### config.mk
export PLATFORM = sky130hd
export DESIGN_NAME = multi_cycle_control
export DESIGN_NICKNAME = d
export VERILOG_FILES = /design/src/rtl/multi_cycle_control.sv
export SDC_FILE = /design/constraint.sdc
export NUM_CORES = 1
export LEC_CHECK = 0
export ABC_AREA = 1
export CORE_MARGIN = 5
export CORE_UTILIZATION = 30
export DETAILED_ROUTE_END_ITERATION = 10
export PLACE_DENSITY = 0.64
export SYNTH_ARGS = -nofsm -noshare
export SYNTH_HDL_FRONTEND = slang
export SYNTH_SLANG_ARGS = --single-unit
### constraint.sdc
create_clock -name clk -period 2.67 [get_ports clk]
set_clock_uncertainty 0.15 [all_clocks]
set_input_delay 0.534 -clock clk [delete_from_list [all_inputs] [get_ports clk]]
set_output_delay 0.534 -clock clk [all_outputs]
set_load 0.05 [all_outputs]
### src/rtl/multi_cycle_control.sv
// Multi-cycle MIPS control unit: steps each instruction through fetch, decode,
// execute, memory and write-back with valid/ready handshakes to instruction and
// data memory, state-gated datapath strobes and cycle/retire counters.
module multi_cycle_control #(
   parameter int unsigned CNT_W   = 32,
   parameter bit          EXT_ISA = 1'b1   // 0: LUI/SLTI/SLTIU retire as NOP
) (
   input  logic             clk,
   input  logic             resetn,
   input  logic [5:0]       inst_31_26,
   input  logic [5:0]       inst_5_0,
   output logic             inst_req_valid,
   input  logic             inst_req_ready,
   input  logic             inst_valid,
   output logic             inst_ready,
   output logic             mem_req_valid,
   input  logic             mem_req_ready,
   input  logic             mem_rdata_valid,
   output logic             mem_rdata_ready,
   output logic             ir_write,
   output logic             pc_inc,
   output logic             pc_write,
   output logic [2:0]       reg_dst,
   output logic [3:0]       branch,
   output logic [11:0]      alu_op,
   output logic [1:0]       alu_src,
   output logic             mem_read,
   output logic             mem_write,
   output logic             mem_to_reg,
   output logic             reg_write,
   output logic [3:0]       write_strb,
   output logic [3:0]       state,
   output logic [CNT_W-1:0] cycle_cnt,
   output logic [CNT_W-1:0] inst_cnt
);

   localparam logic [5:0] OpRtype = 6'h00;
   localparam logic [5:0] OpJ     = 6'h02;
   localparam logic [5:0] OpJal   = 6'h03;
   localparam logic [5:0] OpBeq   = 6'h04;
   localparam logic [5:0] OpBne   = 6'h05;
   localparam logic [5:0] OpAddiu = 6'h09;
   localparam logic [5:0] OpSlti  = 6'h0a;
   localparam logic [5:0] OpSltiu = 6'h0b;
   localparam logic [5:0] OpLui   = 6'h0f;
   localparam logic [5:0] OpLw    = 6'h23;
   localparam logic [5:0] OpSw    = 6'h2b;

   localparam logic [5:0] FnSll   = 6'h00;
   localparam logic [5:0] FnJr    = 6'h08;
   localparam logic [5:0] FnAddu  = 6'h21;
   localparam logic [5:0] FnOr    = 6'h25;
   localparam logic [5:0] FnSlt   = 6'h2a;

   typedef enum logic [3:0] {
      StInit = 4'd0,
      StIf   = 4'd1,
      StIw   = 4'd2,
      StId   = 4'd3,
      StEx   = 4'd4,
      StMem  = 4'd5,
      StRdw  = 4'd6,
      StWb   = 4'd7
   } state_t;

   state_t           state_q, state_d;
   logic [CNT_W-1:0] cycle_q, inst_q;

   logic rtype;
   logic is_addiu, is_lw, is_sw, is_bne, is_beq, is_j, is_jal;
   logic is_lui, is_slti, is_sltiu;
   logic is_sll, is_addu, is_jr, is_or, is_slt;
   logic supported, dec_en, retire;

   // Instruction class decode from the opcode/funct fields.
   always_comb begin
      rtype     = (inst_31_26 == OpRtype);
      is_addiu  = (inst_31_26 == OpAddiu);
      is_lw     = (inst_31_26 == OpLw);
      is_sw     = (inst_31_26 == OpSw);
      is_bne    = (inst_31_26 == OpBne);
      is_beq    = (inst_31_26 == OpBeq);
      is_j      = (inst_31_26 == OpJ);
      is_jal    = (inst_31_26 == OpJal);
      is_lui    = EXT_ISA && (inst_31_26 == OpLui);
      is_slti   = EXT_ISA && (inst_31_26 == OpSlti);
      is_sltiu  = EXT_ISA && (inst_31_26 == OpSltiu);
      is_sll    = rtype && (inst_5_0 == FnSll);
      is_addu   = rtype && (inst_5_0 == FnAddu);
      is_jr     = rtype && (inst_5_0 == FnJr);
      is_or     = rtype && (inst_5_0 == FnOr);
      is_slt    = rtype && (inst_5_0 == FnSlt);
      supported = is_addiu | is_lw | is_sw | is_bne | is_beq | is_j | is_jal | is_lui |
                  is_slti | is_sltiu | is_sll | is_addu | is_jr | is_or | is_slt;
   end

   // IR contents are only meaningful once the word has been latched.
   assign dec_en = state_q inside {StId, StEx, StMem, StRdw, StWb};

   // Decode outputs, held at zero until the instruction register is valid.
   always_comb begin
      reg_dst    = '0;
      branch     = '0;
      alu_op     = '0;
      alu_src    = '0;
      mem_to_reg = 1'b0;
      if (dec_en) begin
         reg_dst[0]  = is_addiu | is_lw | is_lui | is_slti | is_sltiu;
         reg_dst[1]  = is_sll | is_addu | is_or | is_slt;
         reg_dst[2]  = is_jal;
         branch[0]   = is_bne;
         branch[1]   = is_beq;
         branch[2]   = is_j | is_jal;
         branch[3]   = is_jr;
         alu_op[0]   = is_addu | is_addiu | is_lw | is_sw | is_jal | is_jr;
         alu_op[1]   = is_bne | is_beq;
         alu_op[2]   = is_slt | is_slti;
         alu_op[3]   = is_sltiu;
         alu_op[6]   = is_or;
         alu_op[8]   = is_sll;
         alu_op[11]  = is_lui;
         alu_src[0]  = is_addiu | is_lw | is_sw | is_lui | is_slti | is_sltiu;
         alu_src[1]  = is_sll;
         mem_to_reg  = is_lw;
      end
   end

   // Next-state and handshake/strobe outputs; a valid holds by staying in its state.
   always_comb begin
      state_d         = state_q;
      inst_req_valid  = 1'b0;
      inst_ready      = 1'b0;
      mem_req_valid   = 1'b0;
      mem_rdata_ready = 1'b0;
      ir_write        = 1'b0;
      pc_inc          = 1'b0;
      pc_write        = 1'b0;
      mem_read        = 1'b0;
      mem_write       = 1'b0;
      reg_write       = 1'b0;
      write_strb      = 4'b0000;
      case (state_q)
         StInit: state_d = StIf;
         StIf: begin
            inst_req_valid = 1'b1;
            if (inst_req_ready) state_d = StIw;
         end
         StIw: begin
            inst_ready = 1'b1;
            if (inst_valid) begin
               ir_write = 1'b1;
               pc_inc   = 1'b1;
               state_d  = StId;
            end
         end
         StId: state_d = supported ? StEx : StIf;
         StEx: begin
            if (is_bne | is_beq | is_j | is_jr) begin
               pc_write = 1'b1;
               state_d  = StIf;
            end else if (is_lw | is_sw) begin
               state_d = StMem;
            end else begin
               pc_write = is_jal;
               state_d  = StWb;
            end
         end
         StMem: begin
            mem_req_valid = 1'b1;
            mem_read      = is_lw;
            mem_write     = is_sw;
            write_strb    = is_sw ? 4'b1111 : 4'b0000;
            if (mem_req_ready) state_d = is_lw ? StRdw : StIf;
         end
         StRdw: begin
            mem_rdata_ready = 1'b1;
            mem_read        = 1'b1;
            if (mem_rdata_valid) state_d = StWb;
         end
         StWb: begin
            reg_write = 1'b1;
            state_d   = StIf;
         end
         default: state_d = StInit;
      endcase
   end

   // An instruction retires whenever control returns to fetch from a later stage.
   assign retire = (state_d == StIf) && (state_q inside {StId, StEx, StMem, StWb});

   // State register and wrapping performance counters.
   always_ff @(posedge clk or negedge resetn) begin
      if (!resetn) begin
         state_q <= StInit;
         cycle_q <= '0;
         inst_q  <= '0;
      end else begin
         state_q <= state_d;
         cycle_q <= cycle_q + CNT_W'(1);
         if (retire) inst_q <= inst_q + CNT_W'(1);
      end
   end

   assign state     = state_q;
   assign cycle_cnt = cycle_q;
   assign inst_cnt  = inst_q;

endmodule

==> results.tsv <==
metric	value	unit
status	finished, final reports clean	
drt drc	0	
CTS H-tree lvls	3	
Worst EP required	1.99	ns
vias in the first global route	4522	
R2R cell count	9	
cell count after placement	976	
synthesized flop and latch total	68	
share of layout cells above drive strength 1	0.2417	
Final setup viols	0	
RD Place Congestion	0.8607	
Synth Area per Inst	7.700	sq um
Critical Path AT	1.91	ns
clock period minus final worst setup slack	2.596	ns
Unique masters post-synth	42	
r2r setup slk	0.47	ns
pin count of the biggest net entering global routing	69	
nets@finish	797	
clock buffer depth	2	
vias per cell	4.587	
I/O Buffers	116	
Die Width	137.9	um
boundary pin count	122	
clk sinks	68	
gr usage total	0.1465	
diode count	0	
Critical Path End Type	output port	
Rel. slew slack	0.6274	
Max-Cap Viols	0	
FILL cells	1566	
Root Buffer	clkbuf_16	
Worst R2R Start	inst_cnt[0]	
first-pass GRT wire length	22560	um
TritonCTS Buffers	9	
fmax	0.3852	GHz
ANT nets after route	0	
crit-path max FO	3	
worst vdd ir	0.5333	mV
FF-to-FF End	inst_cnt[30]	
PD cells	800.3	nW/um^2
final-report hold violation count	0	
sequential share of the synthesized area	0.3469	
initial antenna violation count	0	
CTS tree	done	
worst slew pin tran	0.5580	ns
Worst-path clk slew	0.05	ns
Cells after Synth	637	
detailed placer's ending HPWL	10430	um
global route overflow	0	
type of element launching the critical path	input pin	
Power, Total	5.748	mW
1st-iter DRT viols	254	
DR vias	4578	
Layout area overhead	46.43	%
warnings from Yosys	0	
FP Rows	46	
Slew Limit Fails	0	
Lkg Pwr	3.271	nW
initial core utilization	0.3076	
per-cell routed wire length	13.70	um
Clock Latency Late Sink	0.33	ns
Final Non-Filler Cells	998	
cell area after synthesis	4905	sq um
Hold Path Class	input pin to async pin	
First-pass DRT Iterations	5	
Tcrit/Tclk final	0.9723	
critical path type	input pin to output port	
drt total wl	13680	um
die area	19010	sq um
Core Area	15940	sq um
Die H	137.9	um
-- routing by layer --
layer / global-route usage / vias to the layer above / part of all wire
met2: 0.2270 / 155 / 0.45
met1: 0.2064 / 2119 / 0.46
met5: 0 / - / 0
met3: 0.04173 / 9 / 0.078
met4: 0.02580 / 0 / 0.0084
li1: - / 2295 / -
-- flip-flops by register name (all words and copies together) (netlist names) --
| name | flops |
|---|---|
| state | 4 |
| cycle_cnt | 32 |
| inst_cnt | 32 |
-- area by class of cell --
| class | count | area (sq um) | area share |
|---|---|---|---|
| clock buffer | 12 | 246.5 | 0.03432 |
| clock inverter | 4 | 72.57 | 0.01010 |
| inverter | 90 | 337.8 | 0.04704 |
| multi-input combinational | 459 | 2838 | 0.3951 |
| sequential | 68 | 1707 | 0.2376 |
| tap | 216 | 270.3 | 0.03763 |
| timing repair buffer | 149 | 1710 | 0.2382 |
-- worst max path at each step --
stage / cells past startpoint / end / start
floorplan: 5 / alu_op[11] / state[3]
global placement: 8 / alu_op[0] / inst_31_26[3]
global route: 8 / alu_op[2] / inst_5_0[3]
finish: 8 / alu_op[0] / inst_5_0[3]
detailed placement: 8 / alu_op[0] / inst_31_26[3]
CTS: 8 / alu_op[0] / inst_31_26[0]
-- worst max-delay path: stages --
cell,delay (ns)
clkdlybuf4s50_1,0.49
inv_1,0.10
nor2_4,0.14
inv_1,0.05
nor2_1,0.14
nand2_2,0.10
a31oi_4,0.20
buf_12,0.16
-- kinds of logic after synthesis --
group	after synthesis	synth area share
adder cells (fa/ha/maj)	2	0.005101
flip-flops	68	0.3469
AND/OR/NAND/NOR	350	0.3446
XOR/XNOR	57	0.1018
buffers and inverters	115	0.1115
other	1	0.0007646
AO/OA/AOI/OAI	44	0.08929
-- layout by cell type (no fill, tap or decap), types with 4 or more instances in the layout --
master | Yosys | final
buf_12 | 0 | 28
buf_4 | 14 | 33
clkbuf_16 | 0 | 10
clkdlybuf4s50_1 | 0 | 74
conb_1 | 1 | 6
dfrtp_1 | 68 | 64
dfrtp_2 | 0 | 4
dlygate4sd2_1 | 0 | 5
dlymetal6s2s_1 | 0 | 7
inv_1 | 83 | 80
inv_2 | 7 | 10
nand2_1 | 131 | 129
nand2_2 | 6 | 8
nand3_1 | 59 | 54
nand3_2 | 4 | 9
nand4_1 | 12 | 12
nor2_1 | 71 | 55
nor2_2 | 9 | 18
nor2_4 | 7 | 14
nor3_1 | 32 | 30
nor3_2 | 3 | 5
nor4_1 | 6 | 5
o21bai_2 | 29 | 30
xnor2_1 | 5 | 5
xor2_1 | 52 | 52
-- repair_timing --
item	CTS	global route
hold buffers	0	0
endpoints found under the setup margin	19	19
buffers inserted	1	5
hold endpoints to repair	0	0
pin swaps	4	7
gates resized for setup	12	24
-- cells in the mapped netlist --
library cell | count | share of area
buf_2 | 2 | 0.0020
or2_2 | 2 | 0.0026
nor3_2 | 3 | 0.0061
o21bai_1 | 4 | 0.0061
conb_1 | 1 | 0.00076
buf_6 | 3 | 0.0069
nor2_1 | 71 | 0.054
nor2_2 | 9 | 0.011
a31oi_1 | 1 | 0.0013
nor3b_1 | 1 | 0.0015
nand2_2 | 6 | 0.0077
o2111ai_1 | 1 | 0.0018
nand2_4 | 2 | 0.0046
xor2_1 | 52 | 0.093
o21ai_0 | 3 | 0.0031
nand4_1 | 12 | 0.015
dfrtp_1 | 68 | 0.35
nor3_1 | 32 | 0.033
clkbuf_1 | 2 | 0.0015
a21oi_1 | 1 | 0.0010
ha_1 | 2 | 0.0051
buf_8 | 3 | 0.0092
nor3_4 | 1 | 0.0033
nand3_4 | 2 | 0.0071
nand2_1 | 131 | 0.10
buf_4 | 14 | 0.021
o21ai_2 | 1 | 0.0018
xnor2_1 | 5 | 0.0089
inv_2 | 7 | 0.0054
o21ai_1 | 1 | 0.0010
nand2_8 | 1 | 0.0041
a211oi_1 | 1 | 0.0015
inv_1 | 83 | 0.064
a21oi_4 | 1 | 0.0033
nand3_2 | 4 | 0.0082
o21bai_2 | 29 | 0.067
a41oi_1 | 1 | 0.0018
nor4_1 | 6 | 0.0077
nand3_1 | 59 | 0.060
nor2_4 | 7 | 0.016
nand3b_1 | 1 | 0.0015
clkbuf_4 | 1 | 0.0015
-- per-stage QoR --
step	hold WS (ns)	utilization	worst slack (ns)	setup TNS [ns]	area [sq um]
final	0.06521	0.4505	0.07386	0	7182
after global placement	0.3147	0.4210	-0.07938	-0.9445	6713
after global routing	0.1076	0.4505	-0.01329	-0.02483	7182
after CTS	0.08563	0.4427	-0.02432	-0.04417	7058
after floorplan	0.08841	-	-0.1519	-1.180	5014
after detailed placement	0.3139	0.4210	-0.1169	-2.501	6713
-- power by group --
part	internal [mW]	total [mW]	switching, mW
Sequential	1.29	1.66	0.375
Combinational	1.01	2.82	1.81
Clock	0.841	1.27	0.424
Total	3.14	5.75	2.61
Power figures use the tool's default switching activity.
